<file path="src/rtl/muldiv_if.sv">
// Request/response bundle for muldiv_unit.
//   start  : request pulse, sampled only while the unit is idle
//   op     : operation select (RV32M order: MUL, MULH, MULHSU, MULHU, DIV, DIVU, REM, REMU)
//   A, B   : operands (dividend/multiplicand, divisor/multiplier)
//   busy   : operation in progress
//   done   : one-cycle pulse, result valid
//   result : registered result, held until the next done or reset
//   zero   : result == 0, registered with result
interface muldiv_if #(
    parameter int unsigned WORD_SIZE = 32
) ();
    logic                 start;
    logic [2:0]           op;
    logic [WORD_SIZE-1:0] A;
    logic [WORD_SIZE-1:0] B;
    logic                 busy;
    logic                 done;
    logic [WORD_SIZE-1:0] result;
    logic                 zero;

    modport master (
        output start, op, A, B,
        input  busy, done, result, zero
    );

    modport slave (
        input  start, op, A, B,
        output busy, done, result, zero
    );
endinterface

</file>
<file path="src/rtl/muldiv_unit.sv">
// Iterative radix-2 multiply/divide unit (RV32M operation set).
//   clk   : single clock, rising edge
//   rst_n : synchronous active-low reset
//   bus   : muldiv_if slave (start/op/A/B in, busy/done/result/zero out)
// Fixed latency: start sampled at edge k gives done in the cycle after edge k+WORD_SIZE+1.
// Signed operands are reduced to magnitudes at capture; sign is fixed up in DONE.
module muldiv_unit #(
    parameter int unsigned WORD_SIZE = 32
) (
    input logic      clk,
    input logic      rst_n,
    muldiv_if.slave  bus
);
    localparam int unsigned W    = WORD_SIZE;
    localparam int unsigned CntW = $clog2(WORD_SIZE + 1);

    typedef enum logic [1:0] {StIdle, StCalc, StDone} state_e;

    state_e          state_q, state_d;
    logic [CntW-1:0] cnt_q, cnt_d;
    logic [2:0]      op_q, op_d;
    logic [W-1:0]    hi_q, hi_d;    // product high half / partial remainder
    logic [W-1:0]    lo_q, lo_d;    // multiplier -> product low half / dividend -> quotient
    logic [W-1:0]    b_q, b_d;      // multiplicand or divisor magnitude
    logic            neg_q, neg_d;
    logic            dz_q, dz_d;    // divide by zero
    logic            busy_q, busy_d;
    logic            done_q, done_d;
    logic [W-1:0]    result_q, result_d;
    logic            zero_q, zero_d;

    logic            a_sgn_op, b_sgn_op, a_neg, b_neg;
    logic [W-1:0]    a_mag, b_mag;
    logic [W:0]      sum, tmp;
    logic [2*W-1:0]  prod, prod_s;
    logic [W-1:0]    res;

    always_comb begin
        state_d  = state_q;
        cnt_d    = cnt_q;
        op_d     = op_q;
        hi_d     = hi_q;
        lo_d     = lo_q;
        b_d      = b_q;
        neg_d    = neg_q;
        dz_d     = dz_q;
        done_d   = 1'b0;
        result_d = result_q;
        zero_d   = zero_q;

        // Signed A: MUL, MULH, MULHSU, DIV, REM. Signed B: MUL, MULH, DIV, REM.
        a_sgn_op = ~bus.op[0] | (bus.op == 3'd1);
        b_sgn_op = (bus.op[1:0] == 2'b00) | (bus.op == 3'd1) | (bus.op == 3'd6);
        a_neg    = a_sgn_op & bus.A[W-1];
        b_neg    = b_sgn_op & bus.B[W-1];
        a_mag    = a_neg ? -bus.A : bus.A;
        b_mag    = b_neg ? -bus.B : bus.B;

        // Shift-add step: conditional add of multiplicand, then shift {carry,hi,lo} right.
        sum = {1'b0, hi_q} + (lo_q[0] ? {1'b0, b_q} : '0);
        // Restoring divide step: shift next dividend bit into the partial remainder.
        tmp = {hi_q, lo_q[W-1]};

        prod   = {hi_q, lo_q};
        prod_s = neg_q ? -prod : prod;
        res    = '0;

        case (state_q)
            StIdle: begin
                if (bus.start) begin
                    op_d    = bus.op;
                    cnt_d   = CntW'(W);
                    hi_d    = '0;
                    lo_d    = bus.op[2] ? a_mag : b_mag;
                    b_d     = bus.op[2] ? b_mag : a_mag;
                    // REM takes the dividend sign; everything else is the XOR of operand signs.
                    neg_d   = a_neg ^ ((bus.op == 3'd6) ? 1'b0 : b_neg);
                    dz_d    = (bus.B == '0);
                    state_d = StCalc;
                end
            end
            StCalc: begin
                if (!op_q[2]) begin
                    hi_d = sum[W:1];
                    lo_d = {sum[0], lo_q[W-1:1]};
                end else if (tmp >= {1'b0, b_q}) begin
                    hi_d = W'(tmp - {1'b0, b_q});
                    lo_d = {lo_q[W-2:0], 1'b1};
                end else begin
                    hi_d = tmp[W-1:0];
                    lo_d = {lo_q[W-2:0], 1'b0};
                end
                cnt_d = cnt_q - CntW'(1);
                if (cnt_q == CntW'(1)) begin
                    state_d = StDone;
                end
            end
            StDone: begin
                case (op_q)
                    3'd0:          res = prod_s[W-1:0];
                    3'd1, 3'd2,
                    3'd3:          res = prod_s[2*W-1:W];
                    // Quotient of x/0 is all-ones regardless of sign; remainder path
                    // already yields A because the magnitude of A survives unchanged.
                    3'd4, 3'd5:    res = dz_q ? '1 : (neg_q ? -lo_q : lo_q);
                    default:       res = neg_q ? -hi_q : hi_q;
                endcase
                result_d = res;
                zero_d   = (res == '0);
                done_d   = 1'b1;
                state_d  = StIdle;
            end
            default: state_d = StIdle;
        endcase

        busy_d = (state_d != StIdle);
    end

    always_ff @(posedge clk) begin
        if (!rst_n) begin
            state_q  <= StIdle;
            cnt_q    <= '0;
            op_q     <= '0;
            hi_q     <= '0;
            lo_q     <= '0;
            b_q      <= '0;
            neg_q    <= 1'b0;
            dz_q     <= 1'b0;
            busy_q   <= 1'b0;
            done_q   <= 1'b0;
            result_q <= '0;
            zero_q   <= 1'b1;
        end else begin
            state_q  <= state_d;
            cnt_q    <= cnt_d;
            op_q     <= op_d;
            hi_q     <= hi_d;
            lo_q     <= lo_d;
            b_q      <= b_d;
            neg_q    <= neg_d;
            dz_q     <= dz_d;
            busy_q   <= busy_d;
            done_q   <= done_d;
            result_q <= result_d;
            zero_q   <= zero_d;
        end
    end

    assign bus.busy   = busy_q;
    assign bus.done   = done_q;
    assign bus.result = result_q;
    assign bus.zero   = zero_q;
endmodule

</file>
<file path="src/flat_wrapper.sv">
// flat-port wrapper written by rule: the top's interface ports become plain ports
module muldiv_unit_flat 
#(
    parameter int unsigned WORD_SIZE = 32
)
  (clk, rst_n, bus_start, bus_op, bus_A, bus_B, bus_busy, bus_done, bus_result, bus_zero);
  muldiv_if #(.WORD_SIZE(WORD_SIZE)) bus_i ();
  input logic clk;
  input logic rst_n;
  input wire logic [$bits(bus_i.start)-1:0] bus_start;
  input wire logic [$bits(bus_i.op)-1:0] bus_op;
  input wire logic [$bits(bus_i.A)-1:0] bus_A;
  input wire logic [$bits(bus_i.B)-1:0] bus_B;
  output wire logic [$bits(bus_i.busy)-1:0] bus_busy;
  output wire logic [$bits(bus_i.done)-1:0] bus_done;
  output wire logic [$bits(bus_i.result)-1:0] bus_result;
  output wire logic [$bits(bus_i.zero)-1:0] bus_zero;
  assign bus_i.start = bus_start;
  assign bus_i.op = bus_op;
  assign bus_i.A = bus_A;
  assign bus_i.B = bus_B;
  assign bus_busy = bus_i.busy;
  assign bus_done = bus_i.done;
  assign bus_result = bus_i.result;
  assign bus_zero = bus_i.zero;
  muldiv_unit #(.WORD_SIZE(WORD_SIZE)) u_core (.clk(clk), .rst_n(rst_n), .bus(bus_i));
endmodule
</file>
<file path="config.mk">
export PLATFORM = sky130hd
export DESIGN_NAME = muldiv_unit_flat
export DESIGN_NICKNAME = d
export VERILOG_FILES = /design/src/rtl/muldiv_if.sv /design/src/rtl/muldiv_unit.sv /design/src/flat_wrapper.sv
export SDC_FILE = /design/constraint.sdc
export NUM_CORES = 1
export LEC_CHECK = 0
export CORE_UTILIZATION = 62
export CTS_BUF_LIST = sky130_fd_sc_hd__clkbuf_2 sky130_fd_sc_hd__clkbuf_4 sky130_fd_sc_hd__clkbuf_8
export DETAILED_ROUTE_END_ITERATION = 6
export PLACE_DENSITY = 0.84
export SETUP_SLACK_MARGIN = 0.05
export SLEW_MARGIN = 20
export SYNTH_ARGS = -nofsm -noshare
export SYNTH_HDL_FRONTEND = slang
export SYNTH_SLANG_ARGS = --single-unit
</file>
<file path="constraint.sdc">
create_clock -name clk -period 5.1 [get_ports clk]
set_clock_uncertainty 0.1 [all_clocks]
set_input_delay 1.02 -clock clk [delete_from_list [all_inputs] [get_ports clk]]
set_output_delay 1.02 -clock clk [all_outputs]
set_load 0.1 [all_outputs]
</file>
# ---- After elaboration in Yosys (flattened, before gate mapping)
# Index checks and enable logic that the tools add are counted.
dict set report word_totals {
  regBits 144
  latchBits 0
  mem_bits_rw 0
  mem_bits_ro 0
  input_bits 70
  out_inout_bits 35
  elab_cells 76
  mem_count 0
}
dict set report op_classes {
  add_sub_neg 8
  n_mul 0
  n_div 0
  order_cmp 1
  n_eq_ne 11
  shift 0
  n_mux 26
  bitwise 7
  n_reduce_logical 11
}
# operator count
set op_table {}
lappend op_table {{$mux W32} 14}
lappend op_table {{$neg A32 Y32} 4}
lappend op_table {{$pmux W32 S2} 2}
lappend op_table {{$pmux W32 S3} 1}
lappend op_table {{$logic_not A32 Y1} 2}
lappend op_table {{$mux W64} 1}
lappend op_table {{$neg A64 Y64} 1}
lappend op_table {{$add A32 B32 Y33} 1}
lappend op_table {{$ge A33 B32 Y1} 1}
lappend op_table {{$sub A32 B32 Y32} 1}
lappend op_table {{$pmux W6 S2} 1}
lappend op_table {{$eq A3 B3 Y1 const B} 3}
lappend op_table {{$eq A3 B1 Y1 const B} 2}
lappend op_table {{$eq A3 B2 Y1 const B} 2}
lappend op_table {{$eq A6 B1 Y1 const B} 1}
lappend op_table {{$mux W6} 1}
lappend op_table {{$sub A6 B1 Y6 const B} 1}
lappend op_table {{$logic_not A2 Y1} 2}
lappend op_table {{$mux W2} 2}
lappend op_table {{$pmux W2 S2} 1}
lappend op_table {{$reduce_and A2 Y1} 2}
lappend op_table {{$reduce_bool A2 Y1} 2}
lappend op_table {{$logic_not A3 Y1} 1}
lappend op_table {{$mux W1} 3}
lappend op_table {{other kinds (9)} 12}

# ---- Longest topological paths before layout
# Gate-level depths: netlist of the first run.
dict set report logic_depth {
  word_depth 8
  depth_mapped 14
  depth_no_buf 13
}

# ---- Least setup slack after synthesis of the first run
# Ideal clock, no wire load.
dict set report synth_timing {
  kind {input to register}
  from {input port bus_A[16]}
  to {register u_core.lo_q[30]}
  setup_ns 0.065
  t_arrival_ns 3.541
  required_time_ns 4.935
  path_slack_ns 1.394
  path_stages 9
  n_path_buf 0
  path_cell_list {or4_1 > nor4_1 > nand3b_1 > or4b_2 > o41ai_1 > xor2_1 > a211oi_1 > o22ai_1 > nor2_1}
}
dict set report synth_between {
  elab_chain_cells 5
}
# item line
set synth_lines {}
lappend synth_lines {{from (decl)} flat_wrapper.sv:12} ;# input wire logic [$bits(bus_i.A)-1:0] bus_A;
lappend synth_lines {{$neg A32 Y32} muldiv_unit.sv:56} ;# a_mag = a_neg ? -bus.A : bus.A;
lappend synth_lines {{$mux W32} muldiv_unit.sv:56}
lappend synth_lines {{$mux W32} muldiv_unit.sv:74} ;# lo_d = bus.op[2] ? a_mag : b_mag;
lappend synth_lines {{$mux W32} muldiv_unit.sv:70} ;# if (bus.start) begin
lappend synth_lines {{$pmux W32 S2} muldiv_unit.sv:68} ;# case (state_q)
lappend synth_lines {{to (signal assigned)} muldiv_unit.sv:138} ;# lo_q <= lo_d;
lappend synth_lines {{to (decl)} muldiv_unit.sv:23} ;# logic [W-1:0] lo_q, lo_d;
# No other way between the ends. The select of a mux whose other input is x is not followed.
# A chain may end at the register's enable or synchronous reset.

# ---- Worst setup path after layout of the first run
dict set report layout_timing {
  from {register u_core.lo_q[0]}
  to {register u_core.zero_q (netlist: u_core.bus.zero)}
}
dict set report layout_between {
  elab_chain_cells 6
  word_cells_on_any_way 8
  classes_between {add/sub: 2; mux: 5; reduce/logical: 1}
}
# item line
set layout_lines {}
lappend layout_lines {{$neg A32 Y32} muldiv_unit.sv:105} ;# 3'd4, 3'd5: res = dz_q ? '1 : (neg_q ? -lo_q : lo_q);
lappend layout_lines {{$mux W32 (2 in a row)} muldiv_unit.sv:105}
lappend layout_lines {{$pmux W32 S3 (*)} muldiv_unit.sv:99} ;# case (op_q)
lappend layout_lines {{$mux W32 (*)} muldiv_unit.sv:68}
lappend layout_lines {{$logic_not A32 Y1 (*)} muldiv_unit.sv:109} ;# zero_d = (res == '0);
lappend layout_lines {{to (signal assigned)} muldiv_unit.sv:145} ;# zero_q <= zero_d;
lappend layout_lines {{to (decl)} muldiv_unit.sv:30} ;# logic zero_q, zero_d;
# Every way passes the cells marked *; elsewhere a longest branch is shown, timed or not. The select of a mux whose other input is x is not followed.

==> out/qor.yml, run 1 <==
outcome: "finished clean"
clk_latency_ns: 0.49
cts_made_buffers: 17
slew_violations: 0
hold_path_end: "u_core.b_q[2]$_SDFFE_PN0P_"
synthMuxAreaShare_pct: 5.13
wl_per_cell_um: 22.1
required_ns: 5.42
powerDensity_nw_per_um2: 237
layout.nets: 2247
tns_ns: 0
dr_total_vias: 16800
worstPathCellList: "inv_1 -> buf_4 -> ha_1 -> nor3b_1 -> buf_4 -> nand4_1 -> nor3_1 -> nor2_1 -> o21ai_0 -> a21oi_1 -> o22a_1 -> nor4_1 -> a41o_1"
synth_nets: 2220
crit_family: "simple AND/OR/NAND/NOR gates"
hp-class: "flop to flop"
gp_congestion: 1.03
ctsResizeCount: 0
swShare_pct: 41.6
first_global_vias: 14900
ys_async_sr_fraction_pct: 0
yosys-top-cells-count: "nor2_1, nand2_1, o21ai_0"
synth-simple-area-share_pct: 23.7
fp-row-count: 56
crit_path_max_incr_delay_ns: 0.62
die_height_um: 156
yosys.area.top_type_share_pct: 19.6
cts_max_level: 4
place_hpwl_mm: 40.5
grt_overflow: 0
relSlewSlack_pct: 31.4
synth_xor_area_share_pct: 8.93
drv_cap: 0
syn2layout_area_growth_pct: 11.5
power.leakage_nw: 6.53
yosysSeqAreaShare_pct: 19.6
clk_pin_slew_ns: 0.10
ys_top_cells_by_area: "dfxtp_1, ha_1, nor2_1"
yosys.area.top_type: "dfxtp_1"
cp_num_buf_inv: 3
pwr-share-comb_pct: 39.9
start_util_pct: 62.9
syn_avg_cell_area_um2: 7.08
syn_inst: 2078
synth_fa_ha_area_share_pct: 6.22
finalPower_mw: 3.90
worstSetupStartpoint: "u_core.lo_q[0]$_SDFFE_PN0P_"
synth_top_family_by_area: "compound AO/OA/AOI/OAI gates"
die-area_um2: 24400
grt.total_usage_pct: 43.3
port_buffers: 104
vdd.ir_drop.worst_v: 0.000201
avgViaCountPerCell: 6.90
utilization_pct: 70.1
ys_types: 78
io_pins: 105
drtPass1Iterations: 6
yosysWarnings: 0
route.detailed.drc: 0
core_um2: 23400
cp.arrival_ns: 4.69
syn_area_um2: 14700
crit_fanout: 23
critPathKind: "flop to flop"
r2r_setup_slack_ns: 0.73
ys.flop_type: "dfxtp_1"
max_slew.worst_pin.slew_ns: 1.03
cp-start-kind: "flop"
diodes: 0
clockRootBuffer: "clkbuf_8"
min_period_ns: 4.37
clk_path_buf_depth: 2
clock-sinks: 144
crit_top_cell: "buf_4"
yosys_register_bits: 144
p_int_mw: 2.27
ff2ff_path_depth: 13
clockPowerShare_pct: 26.8
grt_max_degree: 74
hold_buffers: 0
hold_start: "u_core.b_q[2]$_SDFFE_PN0P_"
synth_edf_count: 0
cts_tree: "yes"
ant_nets: 0
hold_violations: 0
rsz0062_at_grt: "false"
drive_gt1_share_pct: 5.81
postCtsSetupBuffers: 0
r2r_end: "u_core.bus.zero$_SDFFE_PN1P_"
critPathCaptureType: "flop"
seqPwrFrac_pct: 33.3
routed_wl_mm: 53.8
yosys.cell_count.top_type: "nor2_1"
r2r_start: "u_core.lo_q[0]$_SDFFE_PN0P_"
fmax_mhz: 229
die_w_um: 156
drt_iter0_drc: 2099
setup_violations: 0
whs_path_depth: 2
p_switching_mw: 1.62
synth_compound_area_share_pct: 30.6
antenna_found_initial: 0
grt_pass1_wl_mm: 82.2
period_share_pct: 85.7
crit_slowest_cell: "nor3_1"
power by group through the flow:
| stage | Sequential (mW) | Combinational [mW] | Clock, mW |
|---|---|---|---|
| floorplan | 1.28 | 1.03 | 0 |
| finish | 1.30 | 1.55 | 1.04 |
| CTS | 1.29 | 1.49 | 1.05 |
| detailed placement | 1.32 | 1.48 | 0 |
| global placement | 1.31 | 1.46 | 0 |
| global route | 1.30 | 1.65 | 1.10 |
through the flow:
step           cells  setup slack (ns)  hold slack (ns)  cell area, um^2
3_3_place_gp    2405             0.701            0.339            16000
3_5_place_dp    2405             0.640            0.351            16000
5_1_grt         2436             0.628            0.387            16400
2_1_floorplan   2078              1.39            0.332            14700
6_report        2436             0.732            0.360            16400
4_1_cts         2436              1.02            0.362            16400
registers in the layout, indices dropped and copies added (netlist names), 2 cells and up:
signal             count
u_core.cnt_q           6
u_core.op_q            3
u_core.b_q            32
u_core.bus.result     32
u_core.hi_q           32
u_core.state_q         2
u_core.lo_q           32
worst max path at each step:
stage / to / slack [ns] / cells past startpoint
floorplan: u_core.lo_q[30]$_SDFFE_PN0P_ / 1.39 / 9
global placement: u_core.lo_q[30]$_SDFFE_PN0P_ / 0.70 / 10
detailed placement: u_core.b_q[30]$_SDFFE_PN0P_ / 0.64 / 10
CTS: u_core.hi_q[31]$_SDFFE_PN0P_ / 1.02 / 12
global route: u_core.hi_q[31]$_SDFFE_PN0P_ / 0.63 / 12
finish: u_core.bus.zero$_SDFFE_PN1P_ / 0.73 / 13
kinds of logic after synthesis:
| kind of cell | count (synthesis) |
|---|---|
| flops | 144 |
| fa+ha+maj | 72 |
| buf+inv | 225 |
| simple gates | 734 |
| compound gates | 679 |
| mux | 74 |
| xor+xnor | 150 |
worst reg2reg max path, cell delays in order, from the launching register on:
cell,delay (ns)
dfxtp_1,0.40
inv_1,0.35
buf_4,0.41
ha_1,0.24
nor3b_1,0.20
buf_4,0.19
nand4_1,0.18
nor3_1,0.62
nor2_1,0.34
o21ai_0,0.37
a21oi_1,0.12
o22a_1,0.23
nor4_1,0.36
a41o_1,0.22
layer usage:
metal  share of wire (%)  wire [um]  vias up  track usage (%)
met1                  40      21800     7806             57.3
met2                  42      22300     1137             65.2
met3                  12       6630      209             11.5
met4                 5.7       3050        0             20.3
li1                    -          -     7660                -
met5                   0          0        -                0
cell type report:
cell class | instances | area (um^2)
fillers | 2037 | 6990
multi-input cells | 1709 | 11000
inverters | 75 | 282
clock inverters | 13 | 174
repair buffers | 158 | 1440
well taps | 319 | 399
clock buffers | 18 | 248
flip-flops and latches | 144 | 2890
cell usage in the layout, fill, tap and decap left out, types with 20 or more instances in the layout:
cell             count
nor2_1             217
nor3_1              49
ha_1                70
o211ai_1            27
xor2_1              67
a21boi_0            32
or4_1               23
o21ai_0            146
nand4_1             20
a22oi_1             22
nand3_1             38
clkdlybuf4s50_1    102
nor4_1              35
xnor2_1             83
a211oi_1            44
dfxtp_1            142
a31oi_1             32
a21oi_1            142
or3_1               23
and2_1              28
mux2i_1             63
inv_1               73
o21a_1              20
nand2_1            217
a21o_1              44
o31ai_1             37
buf_4               54
Note: power is estimated with default switching activity, not from simulation.
==> run 2: changes to the inputs <==
- CTS_CLUSTER_DIAMETER: unset -> 80
==> results of run 2 <==
No change in the layout: final DEF, timing and power equal those of run 1.
